`src/rtl/signed_mult_pkg.sv`:
```
// Shared definitions for the signed multiplier / MAC.
//   widths_ok  : elaboration-time legality check of the width parameters.
//   sat_narrow : clamps a sign-extended accumulator value to the signed range of out_w bits.
//                Used only when SIGNED_MULT_MAC_SAT_EN is defined.
package signed_mult_pkg;

  // Widest accumulator the saturating narrower can handle.
  localparam int unsigned MaxAccW = 64;

  function automatic bit widths_ok(input int unsigned din_w, input int unsigned ch,
                                   input int unsigned pipe, input int unsigned acc_w,
                                   input int unsigned out_w);
    return (din_w >= 1) && (ch >= 1) && (pipe >= 1) && (acc_w >= 2 * din_w) &&
           (out_w >= 2) && (out_w <= acc_w) && (acc_w <= MaxAccW);
  endfunction

  function automatic logic signed [MaxAccW-1:0] sat_narrow(input logic signed [MaxAccW-1:0] r,
                                                           input int unsigned out_w);
    logic signed [MaxAccW-1:0] hi;
    logic signed [MaxAccW-1:0] lo;
    hi = (64'sd1 <<< (out_w - 1)) - 64'sd1;
    lo = -hi - 64'sd1;
    if (r > hi) return hi;
    if (r < lo) return lo;
    return r;
  endfunction

endpackage

```
`src/rtl/signed_mult_mac_if.sv`:
```
// Valid/ready stream bundle for signed_mult_mac.
//   din_a/din_b : CH packed signed operands, lane k at [k*DIN_W +: DIN_W]
//   din_acc     : accumulate this beat; din_last: clear accumulators after this beat
//   din_vld/rdy : input handshake
//   dout        : CH packed signed results, lane k at [k*OUT_W +: OUT_W]
//   dout_vld/rdy: output handshake
// master = beat source / result sink, slave = the multiplier block.
interface signed_mult_mac_if #(
  parameter int unsigned DIN_W = 8,
  parameter int unsigned CH    = 2,
  parameter int unsigned OUT_W = 16
) ();
  logic [CH*DIN_W-1:0] din_a;
  logic [CH*DIN_W-1:0] din_b;
  logic                din_acc;
  logic                din_last;
  logic                din_vld;
  logic                din_rdy;
  logic [CH*OUT_W-1:0] dout;
  logic                dout_vld;
  logic                dout_rdy;

  modport master (
    output din_a, din_b, din_acc, din_last, din_vld, dout_rdy,
    input  din_rdy, dout, dout_vld
  );

  modport slave (
    input  din_a, din_b, din_acc, din_last, din_vld, dout_rdy,
    output din_rdy, dout, dout_vld
  );
endinterface

```
`src/rtl/signed_mult_lane.sv`:
```
// One lane of signed_mult_mac: product pipe (PIPE-1 deep), per-lane accumulator and the
// ACC_W -> OUT_W narrowing feeding the registered output.
//   clk, rst_n : clock, synchronous active-low reset
//   en         : global pipeline advance
//   a, b       : signed operands
//   fire       : a valid beat leaves the last product stage this cycle (already gated by en)
//   acc, last  : side-band of that beat
//   dout       : registered narrowed result
// Macro SIGNED_MULT_MAC_SAT_EN selects saturation instead of truncation on the output.
module signed_mult_lane
  import signed_mult_pkg::*;
#(
  parameter int unsigned DIN_W = 8,
  parameter int unsigned PIPE  = 2,
  parameter int unsigned ACC_W = 20,
  parameter int unsigned OUT_W = 16
) (
  input  logic                    clk,
  input  logic                    rst_n,
  input  logic                    en,
  input  logic signed [DIN_W-1:0] a,
  input  logic signed [DIN_W-1:0] b,
  input  logic                    fire,
  input  logic                    acc,
  input  logic                    last,
  output logic signed [OUT_W-1:0] dout
);

  logic signed [2*DIN_W-1:0] prod;
  logic signed [ACC_W-1:0]   prod_ext;
  logic signed [ACC_W-1:0]   stage_p;
  logic signed [ACC_W-1:0]   acc_q;
  logic signed [ACC_W-1:0]   sum;
  logic signed [OUT_W-1:0]   narrow;
  logic signed [OUT_W-1:0]   dout_q;

  assign prod     = a * b;
  assign prod_ext = ACC_W'(prod);

  if (PIPE > 1) begin : g_pipe
    logic signed [ACC_W-1:0] pp_q [PIPE-1];
    always_ff @(posedge clk) begin
      if (!rst_n) begin
        for (int i = 0; i < PIPE - 1; i++) pp_q[i] <= '0;
      end else if (en) begin
        pp_q[0] <= prod_ext;
        for (int i = 1; i < PIPE - 1; i++) pp_q[i] <= pp_q[i-1];
      end
    end
    assign stage_p = pp_q[PIPE-2];
  end else begin : g_nopipe
    assign stage_p = prod_ext;
  end

  // Wraps modulo 2^ACC_W by construction.
  assign sum = acc ? acc_q + stage_p : stage_p;

  // Only a beat that actually leaves the stage touches the sum, so stalls never double-count.
  always_ff @(posedge clk) begin
    if (!rst_n) begin
      acc_q <= '0;
    end else if (fire && acc) begin
      acc_q <= last ? '0 : sum;
    end
  end

`ifdef SIGNED_MULT_MAC_SAT_EN
  assign narrow = OUT_W'(sat_narrow(MaxAccW'(sum), OUT_W));
`else
  assign narrow = OUT_W'(sum);
`endif

  always_ff @(posedge clk) begin
    if (!rst_n) begin
      dout_q <= '0;
    end else if (en) begin
      dout_q <= narrow;
    end
  end

  assign dout = dout_q;

endmodule

```
`src/rtl/signed_mult_mac.sv`:
```
// Multi-channel signed multiplier / multiply-accumulator with a valid/ready stream.
// CH lanes share one handshake; latency is PIPE cycles, throughput one beat per cycle.
//   clk   : clock, rising edge
//   rst_n : synchronous reset, active low
//   bus   : signed_mult_mac_if slave (operands, acc/last side-band, handshakes, results)
// Macro SIGNED_MULT_MAC_SAT_EN: saturate results to OUT_W instead of truncating.
module signed_mult_mac
  import signed_mult_pkg::*;
#(
  parameter int unsigned DIN_W = 8,
  parameter int unsigned CH    = 2,
  parameter int unsigned PIPE  = 2,
  parameter int unsigned ACC_W = 20,
  parameter int unsigned OUT_W = 16
) (
  input logic              clk,
  input logic              rst_n,
  signed_mult_mac_if.slave bus
);

  if (!widths_ok(DIN_W, CH, PIPE, ACC_W, OUT_W)) begin : g_bad_params
    $error("signed_mult_mac: illegal width parameters");
  end

  logic en;
  logic in_fire;
  logic stage_vld;
  logic stage_acc;
  logic stage_last;
  logic fire;
  logic dout_vld_q;

  // The whole pipe advances together; it only stops when a result is stuck at the output.
  assign en          = !dout_vld_q || bus.dout_rdy;
  assign bus.din_rdy = rst_n && en;
  assign in_fire     = bus.din_vld && bus.din_rdy;

  if (PIPE > 1) begin : g_pipe
    logic vld_q  [PIPE-1];
    logic acc_q  [PIPE-1];
    logic last_q [PIPE-1];
    always_ff @(posedge clk) begin
      if (!rst_n) begin
        for (int i = 0; i < PIPE - 1; i++) begin
          vld_q[i]  <= 1'b0;
          acc_q[i]  <= 1'b0;
          last_q[i] <= 1'b0;
        end
      end else if (en) begin
        vld_q[0]  <= in_fire;
        acc_q[0]  <= bus.din_acc;
        last_q[0] <= bus.din_last;
        for (int i = 1; i < PIPE - 1; i++) begin
          vld_q[i]  <= vld_q[i-1];
          acc_q[i]  <= acc_q[i-1];
          last_q[i] <= last_q[i-1];
        end
      end
    end
    assign stage_vld  = vld_q[PIPE-2];
    assign stage_acc  = acc_q[PIPE-2];
    assign stage_last = last_q[PIPE-2];
  end else begin : g_nopipe
    assign stage_vld  = in_fire;
    assign stage_acc  = bus.din_acc;
    assign stage_last = bus.din_last;
  end

  assign fire = stage_vld && en;

  always_ff @(posedge clk) begin
    if (!rst_n) begin
      dout_vld_q <= 1'b0;
    end else if (en) begin
      dout_vld_q <= stage_vld;
    end
  end

  assign bus.dout_vld = dout_vld_q;

  for (genvar k = 0; k < CH; k++) begin : g_lane
    logic signed [OUT_W-1:0] lane_dout;
    signed_mult_lane #(
      .DIN_W (DIN_W),
      .PIPE  (PIPE),
      .ACC_W (ACC_W),
      .OUT_W (OUT_W)
    ) u_lane (
      .clk   (clk),
      .rst_n (rst_n),
      .en    (en),
      .a     (bus.din_a[k*DIN_W +: DIN_W]),
      .b     (bus.din_b[k*DIN_W +: DIN_W]),
      .fire  (fire),
      .acc   (stage_acc),
      .last  (stage_last),
      .dout  (lane_dout)
    );
    assign bus.dout[k*OUT_W +: OUT_W] = lane_dout;
  end

endmodule

```
`src/flat_wrapper.sv`:
```
// flat-port wrapper written by rule: the top's interface ports become plain ports
module signed_mult_mac_flat import signed_mult_pkg::*;
#(
  parameter int unsigned DIN_W = 8,
  parameter int unsigned CH    = 2,
  parameter int unsigned PIPE  = 2,
  parameter int unsigned ACC_W = 20,
  parameter int unsigned OUT_W = 16
)
  (clk, rst_n, bus_din_a, bus_din_b, bus_din_acc, bus_din_last, bus_din_vld, bus_dout_rdy, bus_din_rdy, bus_dout, bus_dout_vld);
  signed_mult_mac_if #(.DIN_W(DIN_W), .CH(CH), .OUT_W(OUT_W)) bus_i ();
  input logic clk;
  input logic rst_n;
  input wire logic [$bits(bus_i.din_a)-1:0] bus_din_a;
  input wire logic [$bits(bus_i.din_b)-1:0] bus_din_b;
  input wire logic [$bits(bus_i.din_acc)-1:0] bus_din_acc;
  input wire logic [$bits(bus_i.din_last)-1:0] bus_din_last;
  input wire logic [$bits(bus_i.din_vld)-1:0] bus_din_vld;
  input wire logic [$bits(bus_i.dout_rdy)-1:0] bus_dout_rdy;
  output wire logic [$bits(bus_i.din_rdy)-1:0] bus_din_rdy;
  output wire logic [$bits(bus_i.dout)-1:0] bus_dout;
  output wire logic [$bits(bus_i.dout_vld)-1:0] bus_dout_vld;
  assign bus_i.din_a = bus_din_a;
  assign bus_i.din_b = bus_din_b;
  assign bus_i.din_acc = bus_din_acc;
  assign bus_i.din_last = bus_din_last;
  assign bus_i.din_vld = bus_din_vld;
  assign bus_i.dout_rdy = bus_dout_rdy;
  assign bus_din_rdy = bus_i.din_rdy;
  assign bus_dout = bus_i.dout;
  assign bus_dout_vld = bus_i.dout_vld;
  signed_mult_mac #(.DIN_W(DIN_W), .CH(CH), .PIPE(PIPE), .ACC_W(ACC_W), .OUT_W(OUT_W)) u_core (.clk(clk), .rst_n(rst_n), .bus(bus_i));
endmodule
```
`config.mk`:
```
export PLATFORM = sky130hd
export DESIGN_NAME = signed_mult_mac_flat
export DESIGN_NICKNAME = d
export VERILOG_FILES = /design/src/rtl/signed_mult_pkg.sv /design/src/rtl/signed_mult_mac_if.sv /design/src/rtl/signed_mult_lane.sv /design/src/rtl/signed_mult_mac.sv /design/src/flat_wrapper.sv
export SDC_FILE = /design/constraint.sdc
export NUM_CORES = 1
export LEC_CHECK = 0
export ABC_AREA = 1
export BUFFER_PORTS_ARGS = -buffer_cell sky130_fd_sc_hd__buf_2
export CAP_MARGIN = 20
export CORE_UTILIZATION = 43
export CTS_BUF_LIST = sky130_fd_sc_hd__clkbuf_8
export DETAILED_ROUTE_END_ITERATION = 12
export PLACE_DENSITY_LB_ADDON = 0.1
export REMOVE_ABC_BUFFERS = 1
export SYNTH_ARGS = -nofsm -noshare
export SYNTH_HDL_FRONTEND = slang
export SYNTH_SLANG_ARGS = --single-unit
```
`constraint.sdc`:
```
create_clock -name clk -period 11.21 [get_ports clk]
set_input_delay 1.6815 -clock clk [delete_from_list [all_inputs] [get_ports clk]]
set_output_delay 1.6815 -clock clk [all_outputs]
set_load 0.1 [all_outputs]
```
# Word level (Yosys, flattened, before mapping)
# Memory sizes are Yosys's and may differ from the RTL's.
# Index checks and enable logic that the tools add are counted.
[word_totals] output_inout_bits=34 in_bits=38 ram_bits=43 ff_bits=73 elab_cells=43 memories=5
[classes] mul=2 n_mux=18 addsub=2 reduce_logical=11
[mem_list] memory="u_core.g_lane[0].u_lane.g_pipe.pp_q" depth=1 width=20 read_ports=1 rd_ports_with_merged_regs=0 write_ports=1 line_no="signed_mult_lane.sv:41" text="logic signed [ACC_W-1:0] pp_q [PIPE-1];"
[mem_list] memory="u_core.g_lane[1].u_lane.g_pipe.pp_q" depth=1 width=20 read_ports=1 rd_ports_with_merged_regs=0 write_ports=1 line_no="signed_mult_lane.sv:41"
[mem_list] memory="u_core.g_pipe.acc_q" depth=1 width=1 read_ports=1 rd_ports_with_merged_regs=0 write_ports=1 line_no="signed_mult_mac.sv:40" text="logic acc_q [PIPE-1];"
[mem_list] memory="u_core.g_pipe.last_q" depth=1 width=1 read_ports=1 rd_ports_with_merged_regs=0 write_ports=1 line_no="signed_mult_mac.sv:41" text="logic last_q [PIPE-1];"
[mem_list] memory="u_core.g_pipe.vld_q" depth=1 width=1 read_ports=1 rd_ports_with_merged_regs=0 write_ports=1 line_no="signed_mult_mac.sv:39" text="logic vld_q [PIPE-1];"
[op_table] op="$mux 20" n=6
[op_table] op="$add 20x20->20" n=2
[op_table] op="$reduce_or 20->1" n=2
[op_table] op="$mul 8x8->16" n=2
[op_table] op="$mux 1" n=12
[op_table] op="$logic_and 1x1->1" n=4
[op_table] op="$reduce_or 1->1" n=3
[op_table] op="$logic_not 1->1" n=1
[op_table] op="$logic_or 1x1->1" n=1

# Logic depth before layout (Yosys ltp)
# Gate-level depths: netlist of the first run.
[logic_depth] ltp_word=7 depth_mapped=22 depth_no_buf=21

# Modules after synthesis
# From an unflattened synthesis of the first run, not the netlist that was laid out.
[unflattened] hier_cells=1492 hier_area_um2=11034.3
[modules_own_cells] mod="signed_mult_lane at u_core.g_lane[1].u_lane" n_inst=1 area_per_inst_um2=5435.2 seq_area_each_um2=1121.1 cells_per_inst=737
[modules_own_cells] mod="signed_mult_lane at u_core.g_lane[0].u_lane" n_inst=1 area_per_inst_um2=5425.2 seq_area_each_um2=1121.1 cells_per_inst=736
[modules_own_cells] mod="signed_mult_mac" n_inst=1 area_per_inst_um2=173.9 seq_area_each_um2=110.1 cells_per_inst=19

# Worst setup path after synthesis of the first run
# Ideal clock, no wire load.
[synth_path] path_type="in2reg" start="input bus_din_a[15]" end="memory u_core.g_lane[1].u_lane.g_pipe.pp_q[0][14] (data pin)" path_buffers=1 cell_stages=18 setup_ns=0.262 path_slack_ns=5.674 arrival_ns=5.274 required_ns=10.948 cell_sequence="clkbuf_1 nand2_1 inv_1 fa_1 inv_1 fa_1 inv_1 fa_1 inv_1 fa_1 inv_1 ha_1 nand2_1 nor2_1 o21ai_0 o2111ai_1 o21ai_0 a21oi_1"
[synth_via] elab_chain_cells=2
[synth_lines] item="start, declared" line_no="flat_wrapper.sv:14" text="input wire logic [$bits(bus_i.din_a)-1:0] bus_din_a;"
[synth_lines] item="$mul 8x8->16" line_no="signed_mult_lane.sv:37" text="assign prod = a * b;"
[synth_lines] item="$mux 20 (no source line)"
[synth_lines] item="end, declared" line_no="signed_mult_lane.sv:41"
# Every way passes these cells.

# Final worst setup path of the first run
[layout_path] start="input bus_din_b[10]" end="memory u_core.g_lane[1].u_lane.g_pipe.pp_q[0][18] (data pin)"
[layout_via] elab_chain_cells=2
[layout_lines] item="start, declared" line_no="flat_wrapper.sv:15" text="input wire logic [$bits(bus_i.din_b)-1:0] bus_din_b;"
[layout_lines] item="$mul 8x8->16" line_no="signed_mult_lane.sv:37"
[layout_lines] item="$mux 20 (no source line)"
# Every way passes these cells.

==> summary.md, run 1 <==
| Metric | Value |
|---|---|
| Run status | `finished, final reports clean` |
| Routed via count | `between 8000 and 9000` |
| DP Wirelength | `18590 um` |
| PwrDens | `176.3 nW/um2` |
| Slack of the worst reg-to-reg path | `roughly 8800 ps` |
| Post-synth top flop | `dfxtp_1` |
| Delay of the slowest critical-path stage | `about 560 ps` |
| Hold path cells | `2` |
| Worst R2R Path Depth | `5` |
| Share of flip-flops with an asynchronous set or reset after synthesis | `0%` |
| Ys Warns | `0` |
| Gate Count Post-Synth | `1480` |
| Die extent in x | `roughly 160 um` |
| Max-capacitance violation count | `0` |
| Vertical die dimension | `roughly 160 um` |
| Cells along the critical path | `buf_2 -> nand2_1 -> inv_1 -> fa_1 -> inv_1 -> fa_1 -> inv_1 -> fa_1 -> inv_1 -> fa_1 -> inv_1 -> ha_1 -> nand4_1 -> nor3_1 -> nor2_1 -> nor2_1 -> nor2_1` |
| Tightest Pin Transition | `around 970 ps` |
| Final-layout fill cell count | `between 2000 and 3000` |
| Wire length of the first global-routing pass | `~41000 um` |
| Drc violations | `0` |
| Peak Freq | `0.1872 GHz` |
| Global-route total usage across every layer | `a little under a fifth` |
| Final RePlAce weighted congestion | `a little under 0.9` |
| CP arrival | `about 5500 ps` |
| Cell types with the highest counts after synthesis | `389 x nand2_1, 345 x inv_1, 112 x fa_1` |
| Initial standard-cell utilization of the core | `approximately 44%` |
| Syn_area_per_cell | `7.422 um2` |
| Drt initial violations | `about 370` |
| Area of the die | `26190 um2` |
| Standard-cell row count | `between 50 and 60` |
| Clock Tree Root | `clkbuf_8` |
| Most instantiated library cell after synthesis | `nand2_1` |
| Final-report max-slew violation count | `0` |
| Sequential fraction of the synthesis area | `between 20 and 25%` |
| Worst R2R Start | `u_core.g_pipe.acc_q[0]` |
| Post-detailed-routing wire length | `approximately 24000 um` |
| GRT overflow | `0` |
| TritonCTS buffer count | `9` |
| Top cell by count, worst path | `inv_1` |
| Endpoint with the worst hold slack | `u_core.g_lane[1].u_lane.dout[11]` |
| Critical path start-end classification | `in -> reg` |
| Final standard cell count with taps included and fillers excluded | `1847` |
| Port Buffers | `71` |
| Maximum count of clock buffers along a single path | `2` |
| Post-CTS setup buffer count | `0` |
| Hold violation count in the final report | `0` |
| ANT cells | `0` |
| Standby leakage power | `about 6.4 nW` |
| Maximum level of the CTS H-tree | `3` |
| Worst slew margin | `between 30% and 40%` |
| Largest fanout of any net on the critical path | `8` |
| Critical register-to-register path endpoint | `u_core.g_lane[1].u_lane.acc_q[5]` |
| Fin Clk Skew | `between 15 and 20 ps` |
| Routed wire per std cell | `12.88 um` |
| Capturing element type of the critical path | `register` |
| Seq cells post-synth | `100` |
| Post-cts hold buffer count | `0` |
| Largest net degree at the start of global routing | `67` |
| First-pass iteration count of the detailed router | `4` |
| CTS tree | `done` |
| Number of clock sinks | `100` |
| Final core occ | `~47%` |
| CP max-delay cell | `fa_1` |
| Portion of synthesized cell area occupied by the leading cell type | `between 20% and 30%` |
| Vias in the first global route | `roughly 8400` |
| Number of enable flip-flop cells after synthesis | `35` |
| Main area contributors after synthesis | `fa_1 20%, nand2_1 13%, dfxtp_1 12%, inv_1 12%, ha_1 10%` |
| Hold path startpoint | `u_core.g_lane[1].u_lane.dout[11]` |
| # placed instances | `around 1800` |
| Final antenna-violating net count | `0` |
| Clock latency of the later-clocked register in the worst-skew pair | `about 390 ps` |
| Mean number of vias per cell | `around 4.7` |
| Number of antenna violations at the first check in global routing | `0` |
| Library cells used by synthesis | `42` |
| Core area | `around 25000 um2` |
| Final count of negative-setup-slack endpoints | `0` |
| Peak ir drop on the vdd network | `0.07293 mV` |
| Clock-pin transition on the worst setup and hold timing paths | `approximately 110 ps` |
| Layout net count | `1750` |
| Top Ports | `72` |
| Required time of the critical path | `11360 ps` |
| Final Cycle Share | `47.67%` |
| Largest area contributor in the netlist | `fa_1` |
| Final setup TNS | `0 ps` |
| Number of resized instances in the post-cts repair step | `0` |
| Setup repair after global routing missed its margin | `false` |
| Hold_ws | `about 450 ps` |
| Share of layout cells above drive strength 1 | `11.27%` |
| Class of the worst hold path | `reg -> reg` |
| Critical path launch point type | `input pin` |
| Final critical-path required period | `about 5300 ps` |
| Area Overhead vs Synth | `6.663%` |
| Synthesized area | `between 10000 and 15000 um2` |
| Total Power Consumption | `about 2.1 mW` |
[flip-flops by register name, indices dropped and copies added (netlist names)]
register	cells
u_core.g_pipe.acc_q	1
u_core.bus.dout_vld	1
u_core.g_pipe.vld_q	1
u_core.g_pipe.last_q	1
u_core.g_lane.u_lane.dout	32
u_core.g_lane.u_lane.acc_q	32
u_core.g_lane.u_lane.g_pipe.pp_q	32
[worst max-delay path by stage]
stage,from,end,slack [ps],depth (start not counted)
after detailed placement,bus_din_b[10],u_core.g_lane[1].u_lane.g_pipe.pp_q[0][18],5460,17
after global routing,bus_din_b[10],u_core.g_lane[1].u_lane.g_pipe.pp_q[0][18],5600,17
after global placement,bus_din_b[10],u_core.g_lane[1].u_lane.g_pipe.pp_q[0][18],5530,17
after CTS,bus_din_b[10],u_core.g_lane[1].u_lane.g_pipe.pp_q[0][18],5890,17
final,bus_din_b[10],u_core.g_lane[1].u_lane.g_pipe.pp_q[0][18],5870,17
after floorplan,rst_n,bus_din_rdy,5270,2
[report_power, final]
part	internal, mW	switching (mW)	total (mW)	leakage, nW
Sequential	0.463	0.0473	0.510	0.933
Clock	0.0867	0.146	0.232	0.0993
Combinational	0.457	0.866	1.32	5.37
Total	1.01	1.06	2.07	6.41
[final cells by class]
cell class,instances,area [um2],area share [%]
clock buffer,9,123.9,1.057
clock inverter,7,67.56,0.5767
inverter,351,1318,11.25
multi-input combinational,974,7049,60.17
sequential,100,2352,20.08
tap,330,412.9,3.524
timing repair buffer,76,392.9,3.353
[through the flow]
step           setup slack [ps]  cell area (um2)
6_report                   5867            11720
3_5_place_dp               5462            11520
2_1_floorplan              5267            10710
4_1_cts                    5885            11720
5_1_grt                    5600            11720
3_3_place_gp               5531            11520
[cells in the final DEF (no fill, tap or decap), types with 9 or more instances in the layout]
cell / instances
nand3_1: 71
nor2_1: 61
xnor2_1: 17
fa_1: 112
edfxtp_1: 35
dfxtp_1: 65
or2_2: 21
clkbuf_8: 9
a21oi_1: 67
nand2_1: 389
inv_1: 345
o211ai_1: 10
o21ai_0: 40
buf_2: 71
nand3_2: 19
ha_1: 88
nand2_2: 12
[metal layers]
| metal | wire (um) | vias up | GRT usage [%] |
|---|---|---|---|
| li1 | - | 4549 | - |
| met4 | 262 | 0 | 3.816 |
| met1 | 12780 | 3922 | 28.57 |
| met2 | 10100 | 116 | 29.91 |
| met3 | 649 | 15 | 2.043 |
| met5 | 0 | - | 0 |
[logic make-up (layout without fill, tap and decap cells)]
family / after synthesis / in the layout / synth area share, %
compound gates: 147 / 147 / 7.734
xor+xnor: 24 / 24 / 1.914
fa+ha+maj: 200 / 200 / 30.44
buf+inv: 406 / 443 / 14.50
flops: 100 / 100 / 21.41
simple gates: 603 / 603 / 24.00
[worst max-delay path, delay by kind of cell]
kind,cells,cell delay (ps)
adders and majority gates,5,2520
and+or+nand+nor,6,760
buffers and inverters,6,510
No activity file was read; power rests on OpenSTA's default activity.
==> run 2, diff against run 1 <==
==> constraint.sdc (replaced) <==
create_clock -name clk -period 5.35 [get_ports clk]
set_input_delay 0.8025 -clock clk [delete_from_list [all_inputs] [get_ports clk]]
set_output_delay 0.8025 -clock clk [all_outputs]
set_load 0.1 [all_outputs]
==> summary.md, run 2 (synthesized netlist as in run 1, its figures left out) <==
| Metric | Value |
|---|---|
| Critical register-to-register path endpoint | `u_core.g_lane[1].u_lane.dout[6] (was u_core.g_lane[1].u_lane.acc_q[5])` |
| Drt initial violations | `292 (was 368)` |
| Standard-cell row count | `58 (unchanged)` |
| Worst slew margin | `34.72% (was 35.47%)` |
| CP max-delay cell | `fa_1 (unchanged)` |
| Most used cells in the layout excluding fill and tap cells | `389 x nand2_1, 345 x inv_1, 112 x fa_1, 88 x ha_1 (unchanged)` |
| Worst R2R Start | `u_core.g_pipe.acc_q[0] (unchanged)` |
| Slack of the worst reg-to-reg path | `3200 ps (was 8770 ps)` |
| Clock Tree Root | `clkbuf_8 (unchanged)` |
| Wire length of the first global-routing pass | `40970 um (about the same)` |
| Worst Path Buf+Inv | `5 (was 6)` |
| Critical path start-end classification | `in -> reg (unchanged)` |
| Post-detailed-routing wire length | `23640 um (was 23790 um)` |
| Vertical die dimension | `161.8 um (unchanged)` |
| Hold path startpoint | `u_core.g_lane[1].u_lane.dout[9] (was u_core.g_lane[1].u_lane.dout[11])` |
| Run status | `finished, final reports clean (unchanged)` |
| Delay of the slowest critical-path stage | `490 ps (was 560 ps)` |
| Post-CTS setup buffer count | `0 (unchanged)` |
| Endpoint with the worst hold slack | `u_core.g_lane[1].u_lane.dout[9] (was u_core.g_lane[1].u_lane.dout[11])` |
| Final setup TNS | `0 ps (unchanged)` |
| Die extent in x | `161.8 um (unchanged)` |
| Maximum count of clock buffers along a single path | `2 (unchanged)` |
| Setup repair after global routing missed its margin | `false (unchanged)` |
| TritonCTS buffer count | `9 (unchanged)` |
| DP Wirelength | `18650 um (was 18590 um)` |
| Mean number of vias per cell | `4.668 (was 4.657)` |
| Hold path cells | `2 (unchanged)` |
| Worst R2R Path Depth | `6 (was 5)` |
| Final count of negative-setup-slack endpoints | `0 (unchanged)` |
| Global-route total usage across every layer | `19.11% (was 19.16%)` |
| Final-report max-slew violation count | `0 (unchanged)` |
| Hold violation count in the final report | `0 (unchanged)` |
| Number of clock sinks | `100 (unchanged)` |
| CTS tree | `done (unchanged)` |
| Vias in the first global route | `8415 (was 8379)` |
| Critical path launch point type | `input pin (unchanged)` |
| Clock latency of the later-clocked register in the worst-skew pair | `390 ps (about the same)` |
| Peak Freq | `roughly 0.23 GHz` |
| Largest fanout of any net on the critical path | `8 (unchanged)` |
| GRT overflow | `0 (unchanged)` |
| Total Power Consumption | `4.329 mW (was 2.065 mW)` |
| Routed via count | `8622 (was 8602)` |
| PwrDens | `369.5 nW/um2 (was 176.3 nW/um2)` |
| Final critical-path required period | `about 4400 ps` |
| Cell class contributing the biggest share of worst-path delay | `adder cells (unchanged)` |
| Maximum level of the CTS H-tree | `3 (unchanged)` |
| Area of the die | `26190 um2 (unchanged)` |
| Required time of the critical path | `5500 ps (was 11360 ps)` |
| Fin Clk Skew | `16.85 ps (was 18.05 ps)` |
| Post-cts hold buffer count | `0 (unchanged)` |
| Class of the worst hold path | `reg -> reg (unchanged)` |
| Number of resized instances in the post-cts repair step | `0 (unchanged)` |
| Layout net count | `1750 (unchanged)` |
| Routed wire per std cell | `12.80 um (was 12.88 um)` |
| Largest net degree at the start of global routing | `65 (was 67)` |
| Tightest Pin Transition | `976.9 ps (was 965.6 ps)` |
| Number of antenna violations at the first check in global routing | `0 (unchanged)` |
| Final antenna-violating net count | `0 (unchanged)` |
| Core area | `25110 um2 (unchanged)` |
| Initial standard-cell utilization of the core | `43.75% (unchanged)` |
| Final RePlAce weighted congestion | `0.8915 (was 0.8864)` |
| Standby leakage power | `6.409 nW (was 6.408 nW)` |
| Area Overhead vs Synth | `6.641% (was 6.663%)` |
| CP arrival | `4600 ps (was 5490 ps)` |
| Top Ports | `72 (unchanged)` |
| Peak ir drop on the vdd network | `0.1561 mV (was 0.07293 mV)` |
| Final-layout fill cell count | `2668 (was 2645)` |
| Most common cell after layout, fill and taps aside | `nand2_1 (unchanged)` |
| Max-capacitance violation count | `0 (unchanged)` |
| Final Cycle Share | `roughly 83%` |
| Cells along the critical path | `buf_2 -> inv_1 -> or2_2 -> fa_1 -> fa_1 -> inv_1 -> fa_1 -> inv_1 -> fa_1 -> inv_1 -> ha_1 -> a21oi_1 -> a21oi_1 -> nor2_1 -> nor2_1 -> o21ai_1 -> nand3_1 -> nand2_1 -> nor2_1 (was buf_2 -> nand2_1 -> inv_1 -> fa_1 -> inv_1 -> fa_1 -> inv_1 -> fa_1 -> inv_1 -> fa_1 -> inv_1 -> ha_1 -> nand4_1 -> nor3_1 -> nor2_1 -> nor2_1 -> nor2_1)` |
| ANT cells | `0 (unchanged)` |
| Port Buffers | `71 (unchanged)` |
| First-pass iteration count of the detailed router | `5 (was 4)` |
| Capturing element type of the critical path | `register (unchanged)` |
| Clock-pin transition on the worst setup and hold timing paths | `110 ps (about the same)` |
| Share of layout cells above drive strength 1 | `11.27% (unchanged)` |
| Drc violations | `0 (unchanged)` |
==> run 2: changes by cell type in the layout (fill, tap and decap cells not counted) <==
cell      delta
clkinv_4     -1
clkinv_8     -1
inv_8        +2
==> run 2: metal layers <==
layer / global-route usage (%) / part of all wire (%)
met3: 1.839 / 2.7
met5: 0 / 0
met4: 3.859 / 1.1
met1: 28.95 / 55
met2: 29.42 / 42
==> run 2: through the flow <==
stage | worst slack, ps | utilization, % | instances | hold WS [ps] | area [um2]
after floorplan | 809.4 | - | 1425 | 449.7 | 10710
after global placement | 545.6 | 45.90 | 1831 | 432.8 | 11520
after detailed placement | 505.8 | 45.90 | 1831 | 437.0 | 11520
after CTS | 924.1 | 46.65 | 1847 | 460.4 | 11710
after global routing | 611.5 | 46.65 | 1847 | 471.6 | 11710
final | 908.8 | 46.65 | 1847 | 456.0 | 11710
==> run 2: worst max-delay path by stage <==
stage,from,endpoint,slack (ps),cells past startpoint
after floorplan,bus_din_a[15],u_core.g_lane[1].u_lane.g_pipe.pp_q[0][14],810,17
final,bus_din_b[15],u_core.g_lane[1].u_lane.g_pipe.pp_q[0][12],910,19
after detailed placement,bus_din_b[15],u_core.g_lane[1].u_lane.g_pipe.pp_q[0][12],510,19
after CTS,bus_din_b[15],u_core.g_lane[1].u_lane.g_pipe.pp_q[0][12],920,19
after global placement,bus_din_b[10],u_core.g_lane[1].u_lane.g_pipe.pp_q[0][18],550,17
after global routing,bus_din_b[10],u_core.g_lane[1].u_lane.g_pipe.pp_q[0][14],610,18
==> run 2: area by class of cell <==
cell class	count	area [um2]	area share [%]
clock inverters	7	65.06	0.5554
inverters	351	1318	11.25
multi-input cells	974	7049	60.18
flip-flops and latches	100	2352	20.08
clock buffers	9	123.9	1.057
well taps	330	412.9	3.525
repair buffers	76	392.9	3.354
==> run 2: report_power, final <==
part,leakage [nW],internal (mW),switching [mW]
clock network,0.100,0.184,0.308
registers,0.933,0.969,0.0993
logic,5.37,0.958,1.81
==> run 2: worst min-delay path: stages, from the launching register on <==
cell     delay [ps]
dfxtp_1         320
nand2_1          60
nand2_1          40
